==> config.mk <==
export PLATFORM = sky130hd
export DESIGN_NAME = dkong_dl_router
export DESIGN_NICKNAME = d
export VERILOG_FILES = /design/src/rtl/dkong_dl_pkg.sv /design/src/rtl/dl_region_decode.sv /design/src/rtl/dkong_dl_router.sv
export SDC_FILE = /design/constraint.sdc
export NUM_CORES = 1
export LEC_CHECK = 0
export ABC_AREA = 1
export BUFFER_PORTS_ARGS = -buffer_cell sky130_fd_sc_hd__buf_2
export CAP_MARGIN = 20
export CORE_ASPECT_RATIO = 1.5
export CORE_MARGIN = 3
export CORE_UTILIZATION = 40
export CTS_BUF_LIST = sky130_fd_sc_hd__clkbuf_8
export CTS_CLUSTER_DIAMETER = 200
export DETAILED_ROUTE_END_ITERATION = 10
export HOLD_SLACK_MARGIN = 0.15
export REMOVE_ABC_BUFFERS = 1
export SLEW_MARGIN = 15
export SYNTH_ARGS = -nofsm -noshare
export SYNTH_HDL_FRONTEND = slang
export SYNTH_SLANG_ARGS = --single-unit
==> constraint.sdc <==
create_clock -name clk_sys -period 6.6 [get_ports clk_sys]
set_input_delay 0.66 -clock clk_sys [delete_from_list [all_inputs] [get_ports clk_sys]]
set_output_delay 0.66 -clock clk_sys [all_outputs]
set_load 0.005 [all_outputs]
==> src/rtl/dkong_dl_pkg.sv <==
// dkong_dl_pkg: shared constants, region encoding and FSM states for the download router
package dkong_dl_pkg;
  localparam logic [24:0] MAIN_LIM = 25'h0008000;
  localparam logic [24:0] DL_BASE = 25'h0008000;
  localparam logic [24:0] DL_LIM = 25'h000E000;
  localparam logic [24:0] SND_BASE = 25'h000E000;
  localparam logic [24:0] SND_LIM = 25'h000F000;
  localparam logic [24:0] WAV_BASE = 25'h0010000;
  localparam logic [24:0] WAV_LIM = 25'h0020000;
  localparam logic [7:0] IDX_ROM = 8'd0;
  localparam logic [7:0] IDX_MOD = 8'd1;
  localparam logic [7:0] IDX_DIP = 8'd254;
  typedef enum logic [1:0] {IDLE, LOAD, FLUSH, READY} state_t;
  typedef struct packed {
    logic dip;
    logic mod;
    logic dl;
    logic wav;
    logic snd;
    logic main;
  } region_t;
endpackage

==> src/rtl/dl_region_decode.sv <==
// dl_region_decode: maps {index, addr} of a download byte to a one-hot target region
import dkong_dl_pkg::*;
module dl_region_decode (
  input  logic [7:0]  index,
  input  logic [24:0] addr,
  output region_t     region,
  output logic [15:0] loc_a
);
  logic rom;
  assign rom = index == IDX_ROM;
  assign region.main = rom && addr < MAIN_LIM;
  assign region.dl = rom && addr >= DL_BASE && addr < DL_LIM;
  assign region.snd = rom && addr >= SND_BASE && addr < SND_LIM;
  assign region.wav = rom && addr >= WAV_BASE && addr < WAV_LIM;
  assign region.dip = index == IDX_DIP && addr[24:3] == 22'd0;
  assign region.mod = index == IDX_MOD;
  assign loc_a = addr[15:0];
endmodule

==> src/rtl/dkong_dl_router.sv <==
// dkong_dl_router: routes ioctl download bytes to ROM/DIP/mod targets and sequences core reset
import dkong_dl_pkg::*;
module dkong_dl_router #(
  parameter int FLUSH_CYCLES = 16,
  parameter int MAIN_BYTES = 32768,
  parameter int SND_BYTES = 4096
) (
  input  logic        clk_sys,
  input  logic        reset,
  input  logic        ioctl_download,
  input  logic        ioctl_wr,
  input  logic [24:0] ioctl_addr,
  input  logic [7:0]  ioctl_dout,
  input  logic [7:0]  ioctl_index,
  output logic        main_we,
  output logic [14:0] main_a,
  output logic        snd_we,
  output logic [11:0] snd_a,
  output logic        wav_we,
  output logic [15:0] wav_a,
  output logic        dl_we,
  output logic [15:0] dl_a,
  output logic [7:0]  wr_data,
  output logic [7:0]  dip_sw0,
  output logic [4:0]  mod_sel,
  output logic        core_reset,
  output logic        rom_ok,
  output logic        busy
);
  localparam int FW = $clog2(FLUSH_CYCLES + 1);
  region_t region, hit;
  logic [15:0] loc_a;
  state_t state, state_n;
  logic [FW-1:0] flush_cnt;
  logic [15:0] main_cnt;
  logic [12:0] snd_cnt;
  logic [7:0][7:0] dip;
  logic [7:0] mod;
  logic rom_dl, ld_entry;

  dl_region_decode u_dec (
    .index(ioctl_index),
    .addr(ioctl_addr),
    .region(region),
    .loc_a(loc_a)
  );

  assign hit = (ioctl_download && ioctl_wr) ? region : '0;
  assign rom_dl = ioctl_download && ioctl_index == IDX_ROM;
  assign ld_entry = state_n == LOAD && state != LOAD;

  always_ff @(posedge clk_sys) begin
    if (reset) begin
      state <= IDLE;
      core_reset <= 1'b1;
      rom_ok <= 1'b0;
    end else begin
      state <= state_n;
      core_reset <= state_n != READY;
      flush_cnt <= state == LOAD ? FW'(FLUSH_CYCLES - 1) : flush_cnt - FW'(state == FLUSH && flush_cnt != '0);
      if (state == FLUSH && state_n == READY)
        rom_ok <= main_cnt == 16'(MAIN_BYTES) && snd_cnt == 13'(SND_BYTES);
    end
  end

  always_comb begin
    state_n = state;
    unique case (state)
      IDLE:    state_n = rom_dl ? LOAD : READY;
      LOAD:    state_n = ioctl_download ? LOAD : FLUSH;
      FLUSH:   state_n = rom_dl ? LOAD : flush_cnt == '0 ? READY : FLUSH;
      default: state_n = rom_dl ? LOAD : READY;
    endcase
  end

  assign busy = state != READY;

  // Counters survive reset so only a fresh LOAD entry clears them.
  always_ff @(posedge clk_sys) begin
    if (!reset) begin
      main_cnt <= ld_entry ? 16'(hit.main) : main_cnt + 16'(hit.main && main_cnt != '1);
      snd_cnt <= ld_entry ? 13'(hit.snd) : snd_cnt + 13'(hit.snd && snd_cnt != '1);
    end
  end

  always_ff @(posedge clk_sys) begin
    if (reset) begin
      main_we <= 1'b0;
      snd_we <= 1'b0;
      wav_we <= 1'b0;
      dl_we <= 1'b0;
      main_a <= '0;
      snd_a <= '0;
      wav_a <= '0;
      dl_a <= '0;
      wr_data <= '0;
      dip <= '0;
      mod <= '0;
    end else begin
      main_we <= hit.main;
      snd_we <= hit.snd;
      wav_we <= hit.wav;
      dl_we <= hit.dl;
      if (hit.main) main_a <= loc_a[14:0];
      if (hit.snd) snd_a <= loc_a[11:0];
      if (hit.wav) wav_a <= loc_a;
      if (hit.dl) dl_a <= loc_a;
      if (hit.main || hit.snd || hit.wav || hit.dl) wr_data <= ioctl_dout;
      if (hit.dip) dip[ioctl_addr[2:0]] <= ioctl_dout;
      if (hit.mod) mod <= ioctl_dout;
    end
  end

  assign dip_sw0 = dip[0];
  assign mod_sel = mod > 8'd4 ? 5'd0 : 5'(5'd1 << mod[2:0]);
endmodule

# Yosys cells after proc, flatten, opt, wreduce, memory -nomap -nowiden
# Index checks and enable logic that the tools add are counted.
dict set report word_totals {
  romBits 0
  mem_bits_rw 0
  regBits 181
  latch_bits 0
  in_bits 45
  n_memories 0
}
dict set report op_classes {
  multipliers 0
  reduce_logical 24
  n_bitwise 0
  n_addsub 3
  div_mod_pow 0
  order_cmp 10
  n_mux 12
  n_shift 1
  n_eq_ne 13
}
# operator n
set ops {}
lappend ops {{$lt 25x16->1 const B} 3}
lappend ops {{$bwmux 64} 1}
lappend ops {{$ge 25x16->1 const B} 2}
lappend ops {{$ge 25x17->1 const B} 1}
lappend ops {{$lt 25x18->1 const B} 1}
lappend ops {{$demux 8 s3} 1}
lappend ops {{$logic_not 22->1} 1}
lappend ops {{$logic_and 1x1->1} 17}
lappend ops {{$add 16x1->16} 1}
lappend ops {{$eq 16x16->1 const B} 1}
lappend ops {{$ne 16x16->1 const B} 1}
lappend ops {{$add 13x1->13} 1}
lappend ops {{$eq 13x13->1 const B} 1}
lappend ops {{$ne 13x13->1 const B} 1}
lappend ops {{$eq 8x1->1 const B} 1}
lappend ops {{$eq 8x8->1 const B} 1}
lappend ops {{$gt 8x3->1 const B} 1}
lappend ops {{$logic_not 8->1} 1}
lappend ops {{$mux 8} 1}
lappend ops {{$mux 2} 3}
lappend ops {{$mux 6} 1}
lappend ops {{$logic_not 5->1} 1}
lappend ops {{$mux 5} 1}
lappend ops {{$reduce_bool 5->1} 1}
lappend ops {{other kinds (11)} 18}

# Longest topological paths before layout
dict set report depth {
  ltp_word 7
  ltp_mapped 16
  mapped_depth_nobuf 15
}

# Hierarchy
# Synthesis repeated with hierarchy kept, for this count alone.
dict set report unflattened {
  hier_cells 738
  area_unflattened_um2 5870.6
}
# mod instances cells_per_inst area_per_inst_um2 seq_area_each_um2
set modules_own_cells {}
lappend modules_own_cells {dkong_dl_router 1 673 5537.8 2842.7}
lappend modules_own_cells {dl_region_decode 1 65 332.8 0.0}

# Worst setup path after synthesis
# Ideal clock, no wire load.
dict set report synth_timing {
  path_kind {input port to flip-flop}
  startpoint {input port ioctl_index[5]}
  endpoint {register snd_cnt[12] (data pin)}
  required_ns 6.345
  path_slack_ns 3.840
  setup_time_ns 0.255
  path_stages 14
  n_path_buf 1
  arrival_ns 2.505
  cell_sequence {inv_2 -> nand2_1 -> nor2_1 -> nand2_2 -> nor2_4 -> nand2_1 -> buf_2 -> a21oi_1 -> ha_1 -> ha_1 -> nand3_1 -> nor4_1 -> xor2_1 -> nor2_1}
}
dict set report synth_between {
  elab_chain_cells 6
  elab_cells_between_ends 12
  classes_between {1 x add/sub; 1 x eq/ne; 4 x mux; 6 x reduce/logical}
}
# element line_no
set synth_lines {}
lappend synth_lines {{start, declared} dkong_dl_router.sv:14} ;# input logic [7:0] ioctl_index,
lappend synth_lines {{$logic_not 8->1 (*)} {dl_region_decode.sv:10, dkong_dl_router.sv:49}}
lappend synth_lines {{$logic_and 1x1->1 (on tied branches)} {dl_region_decode.sv:13, dkong_dl_router.sv:49}}
lappend synth_lines {{$logic_and 1x1->1, or another cell as far along} dl_region_decode.sv:13} ;# assign region.snd = rom && addr >= SND_BASE && addr < SND_LIM;
lappend synth_lines {{$mux 6 / $pmux 2 s2 (equally long branches)} {dkong_dl_router.sv:48, dkong_dl_router.sv:68}}
lappend synth_lines {{$logic_and 1x1->1 / $eq 2x1->1 (equally long branches)} {dkong_dl_router.sv:82, dkong_dl_router.sv:50}}
lappend synth_lines {{$add 13x1->13 / $logic_and 1x1->1 (equally long branches)} {dkong_dl_router.sv:82, dkong_dl_router.sv:50}}
lappend synth_lines {{end signal, assigned} dkong_dl_router.sv:82} ;# snd_cnt <= ld_entry ? 13'(hit.snd) : snd_cnt + 13'(hit.snd && snd_cnt != '1);
lappend synth_lines {{end, declared} dkong_dl_router.sv:36} ;# logic [12:0] snd_cnt;
# Mark *: on every way between the ends. The rest lies on a longest branch, timed or not.
# A chain may end at the register's enable or synchronous reset.

# Worst setup path in the final report
dict set report layout_timing {
  startpoint {input port ioctl_index[7]}
  endpoint {register snd_cnt[12] (data pin)}
}
# Same word-level chain as after synthesis.

==> flow_summary.json <==
{
  "wl_per_cell_um": 13.53,
  "grt_start_max_net_pins": 104,
  "design_area_um2": 6948,
  "path_buf_inv": 2,
  "coreArea_um2": 14120,
  "crit_arrival_ns": 2.93,
  "nets": 915,
  "synth_seq_area_share_pct": 49.07,
  "ctsHoldBuffers": 0,
  "ff2ff_path_depth": 12,
  "final_cells": 1068,
  "grt_pass1_wl_mm": 23.84,
  "startpoint": "ioctl_index[7]",
  "clkTransAtPathRegs_ns": 0.08,
  "io_pins": 132,
  "syn2layout_area_growth_pct": 19.94,
  "clkLatencyLatePin_ns": 0.43,
  "min_period_ns": 2.759,
  "tritoncts": "done",
  "synthXorXnorAreaFrac_pct": 3.477,
  "cpMaxStageDelayCell": "nor4_1",
  "clock-root-buffer": "clkbuf_8",
  "dieWidth_um": 104.3,
  "ant_nets": 0,
  "fin_skew_ns": 0.004613,
  "place_congestion": 0.8267,
  "grtUsageMet3_pct": 3.971,
  "p_leak_nw": 3.197,
  "outcome": "complete, no violations",
  "route.detailed.drc": 0,
  "synth_top_area_share_pct": 31.45,
  "place_inst": 1034,
  "required_ns": 6.77,
  "clk_path_buf_depth": 2,
  "path_cells": "buf_2 -> inv_2 -> nand2_1 -> nor2_1 -> nand2_2 -> nor2_4 -> nand2_1 -> a21oi_1 -> ha_1 -> ha_1 -> nand3_1 -> nor4_1 -> xor2_1 -> nor2_1",
  "cp.depth": 14,
  "slew_headroom_pct": 32.39,
  "postCtsSetupBuffers": 0,
  "layout_common_cells": "buf_2, inv_1, nor2_1",
  "seqCellArea_um2": 2843,
  "fp.dieH_um": 153.4,
  "cts_resized": 0,
  "synth_compound_area_share_pct": 13.26,
  "hold_ws_ns": 0.4427,
  "critPathKind": "in2reg",
  "regToRegStartpoint": "main_cnt[4]",
  "avgSynthCellArea_um2": 7.882,
  "dieArea_um2": 15990,
  "fillCellCount": 1473,
  "synthAdderAreaFrac_pct": 1.944,
  "synthCells": 735,
  "grt_use_total_pct": 18.50,
  "synth.area.top_cells": "dfxtp_1, edfxtp_1, inv_1, a21oi_1, nor2_1",
  "drt_iter0_markers": 177,
  "grt_pass1_vias": 4952,
  "finalCritPeriodShare_pct": 41.80,
  "hold_class": "reg2reg",
  "clock-sinks": 125,
  "drt-vias-per-instance": 4.684,
  "layout_commonest_cell": "buf_2",
  "cp_top_family": "simple AND/OR/NAND/NOR gates",
  "rows": 53,
  "drt_wl_total_mm": 14.45,
  "met2_usage_pct": 35.06,
  "initial_core_util_pct": 41.01,
  "multi_input_area_um2": 2323,
  "synth_seq_cells": 125,
  "hold_violations": 0,
  "placed_area_um2": 6570,
  "max_clock_freq_ghz": 0.3625,
  "post-synth-top-area-cell": "dfxtp_1",
  "dr.pass1.iters": 4,
  "synth_warnings": 0,
  "rrSetupSlack_ns": 4.23,
  "slew_violations": 0,
  "crit_path_start_kind": "input pin",
  "slowest_delay_ns": 0.32,
  "synth_area_um2": 5793,
  "endpoint": "snd_cnt[12]",
  "grt_antenna_before_repair": 2,
  "grt-ovfl-total": 0,
  "setup_violations": 0,
  "synthMuxAreaShare_pct": 0,
  "rsz0062_at_grt": "no",
  "drive_gt1_share_pct": 21.97,
  "vias": 5002,
  "hpwlAfterDp_mm": 10.91,
  "drv_cap": 0,
  "p_per_area_nw_per_um2": 290.2,
  "io_buffers": 131,
  "grt_busiest_layer": "met2",
  "tightest_slew_ns": 1.014,
  "grt_util_met1_pct": 20.03,
  "numCtsBuffers": 17,
  "yosys.area_share.simple_pct": 21.43,
  "crit_path_max_fanout": 11,
  "tns_ns": 0,
  "ys_types": 34,
  "htreeDepth": 4,
  "synth_top_family_by_area": "simple AND/OR/NAND/NOR gates",
  "end_kind": "register",
  "irDropWorstVdd_mv": 0.1404,
  "timing.rr.end": "main_cnt[14]"
}
where the power goes:
| group | switching [W] | internal [W] |
|---|---|---|
| clock network | 0.000326 | 0.000304 |
| registers | 0.0000970 | 0.000921 |
| logic | 0.000235 | 0.000133 |
registers in the layout, summed over array words and instances (netlist names):
name and count:
core_reset 1, dip_sw0 8, dl_a 16, dl_we 1, flush_cnt 5, main_a 15
main_cnt 16, main_we 1, mod 8, rom_ok 1, snd_a 12, snd_cnt 13
snd_we 1, state 2, wav_a 16, wav_we 1, wr_data 8
worst min-delay path by stage:
stage	from	endpoint	slack, ns	cells after the start
after floorplan	main_a[0]	main_a[0]	0.44	2
after global placement	wav_a[2]	wav_a[2]	0.43	2
after detailed placement	main_a[12]	main_a[12]	0.43	2
after CTS	wav_a[14]	wav_a[14]	0.45	2
after global routing	wav_a[9]	wav_a[9]	0.46	2
final	main_a[12]	main_a[12]	0.44	2
cell usage after synthesis:
cell type,n
nand4_1,24
edfxtp_1,34
clkinv_1,8
nor4_2,1
o21ai_0,28
nand2_1,84
or2_2,1
nand2_2,4
a21oi_1,72
inv_1,109
buf_4,1
buf_6,4
nand3_1,30
nor2_2,4
nor4_1,10
nor3b_1,1
nand3b_1,2
a31oi_1,2
o211ai_1,1
ha_1,9
nor4b_4,1
inv_2,12
buf_2,6
clkbuf_1,15
o21ai_1,46
nor2_4,3
dfxtp_1,91
o21a_1,1
nor3_1,13
o311a_1,1
buf_1,1
xor2_1,17
nor2_1,93
xnor2_1,6
routing by layer:
layer | share of wire (%) | routed length, µm
met3 | 3.4 | 487
met4 | 1.7 | 242
met5 | 0 | 0
met2 | 54 | 7813
met1 | 41 | 5908
worst reg2reg max path, delay by kind of cell, from the launching register on:
| kind | cells | cell delay (ns) |
|---|---|---|
| flops | 1 | 0.50 |
| fa+ha+maj | 2 | 0.34 |
| simple gates | 7 | 0.91 |
| xor+xnor | 1 | 0.16 |
| buf+inv | 1 | 0.06 |
| compound gates | 1 | 0.15 |
metrics by stage:
step | utilization [%] | power, W | worst slack [ns]
after CTS | 49.15 | 0.002041 | 3.826
after floorplan | - | 0.001282 | 3.792
after global routing | 49.19 | 0.002150 | 3.487
final | 49.19 | 0.002016 | 3.841
after detailed placement | 46.51 | 0.001412 | 3.344
after global placement | 46.51 | 0.001403 | 3.448
logic make-up (layout without fill, tap and decap cells):
group	after synthesis	after routing
AO/OA/AOI/OAI	151	151
XOR/XNOR	23	23
adder cells (fa/ha/maj)	9	9
buffers and inverters	156	295
flip-flops	125	125
other	0	2
AND/OR/NAND/NOR	271	271
cell type report:
cell class              count  share of cell area, %
flip-flops and latches    125                  40.91
repair buffers            134                  9.760
multi-input cells         454                  33.44
clock inverters            15                  1.999
clock buffers              17                  3.368
diodes                      2                0.07203
inverters                 129                  6.987
well taps                 192                  3.458
(Power assumes the default switching activity.)
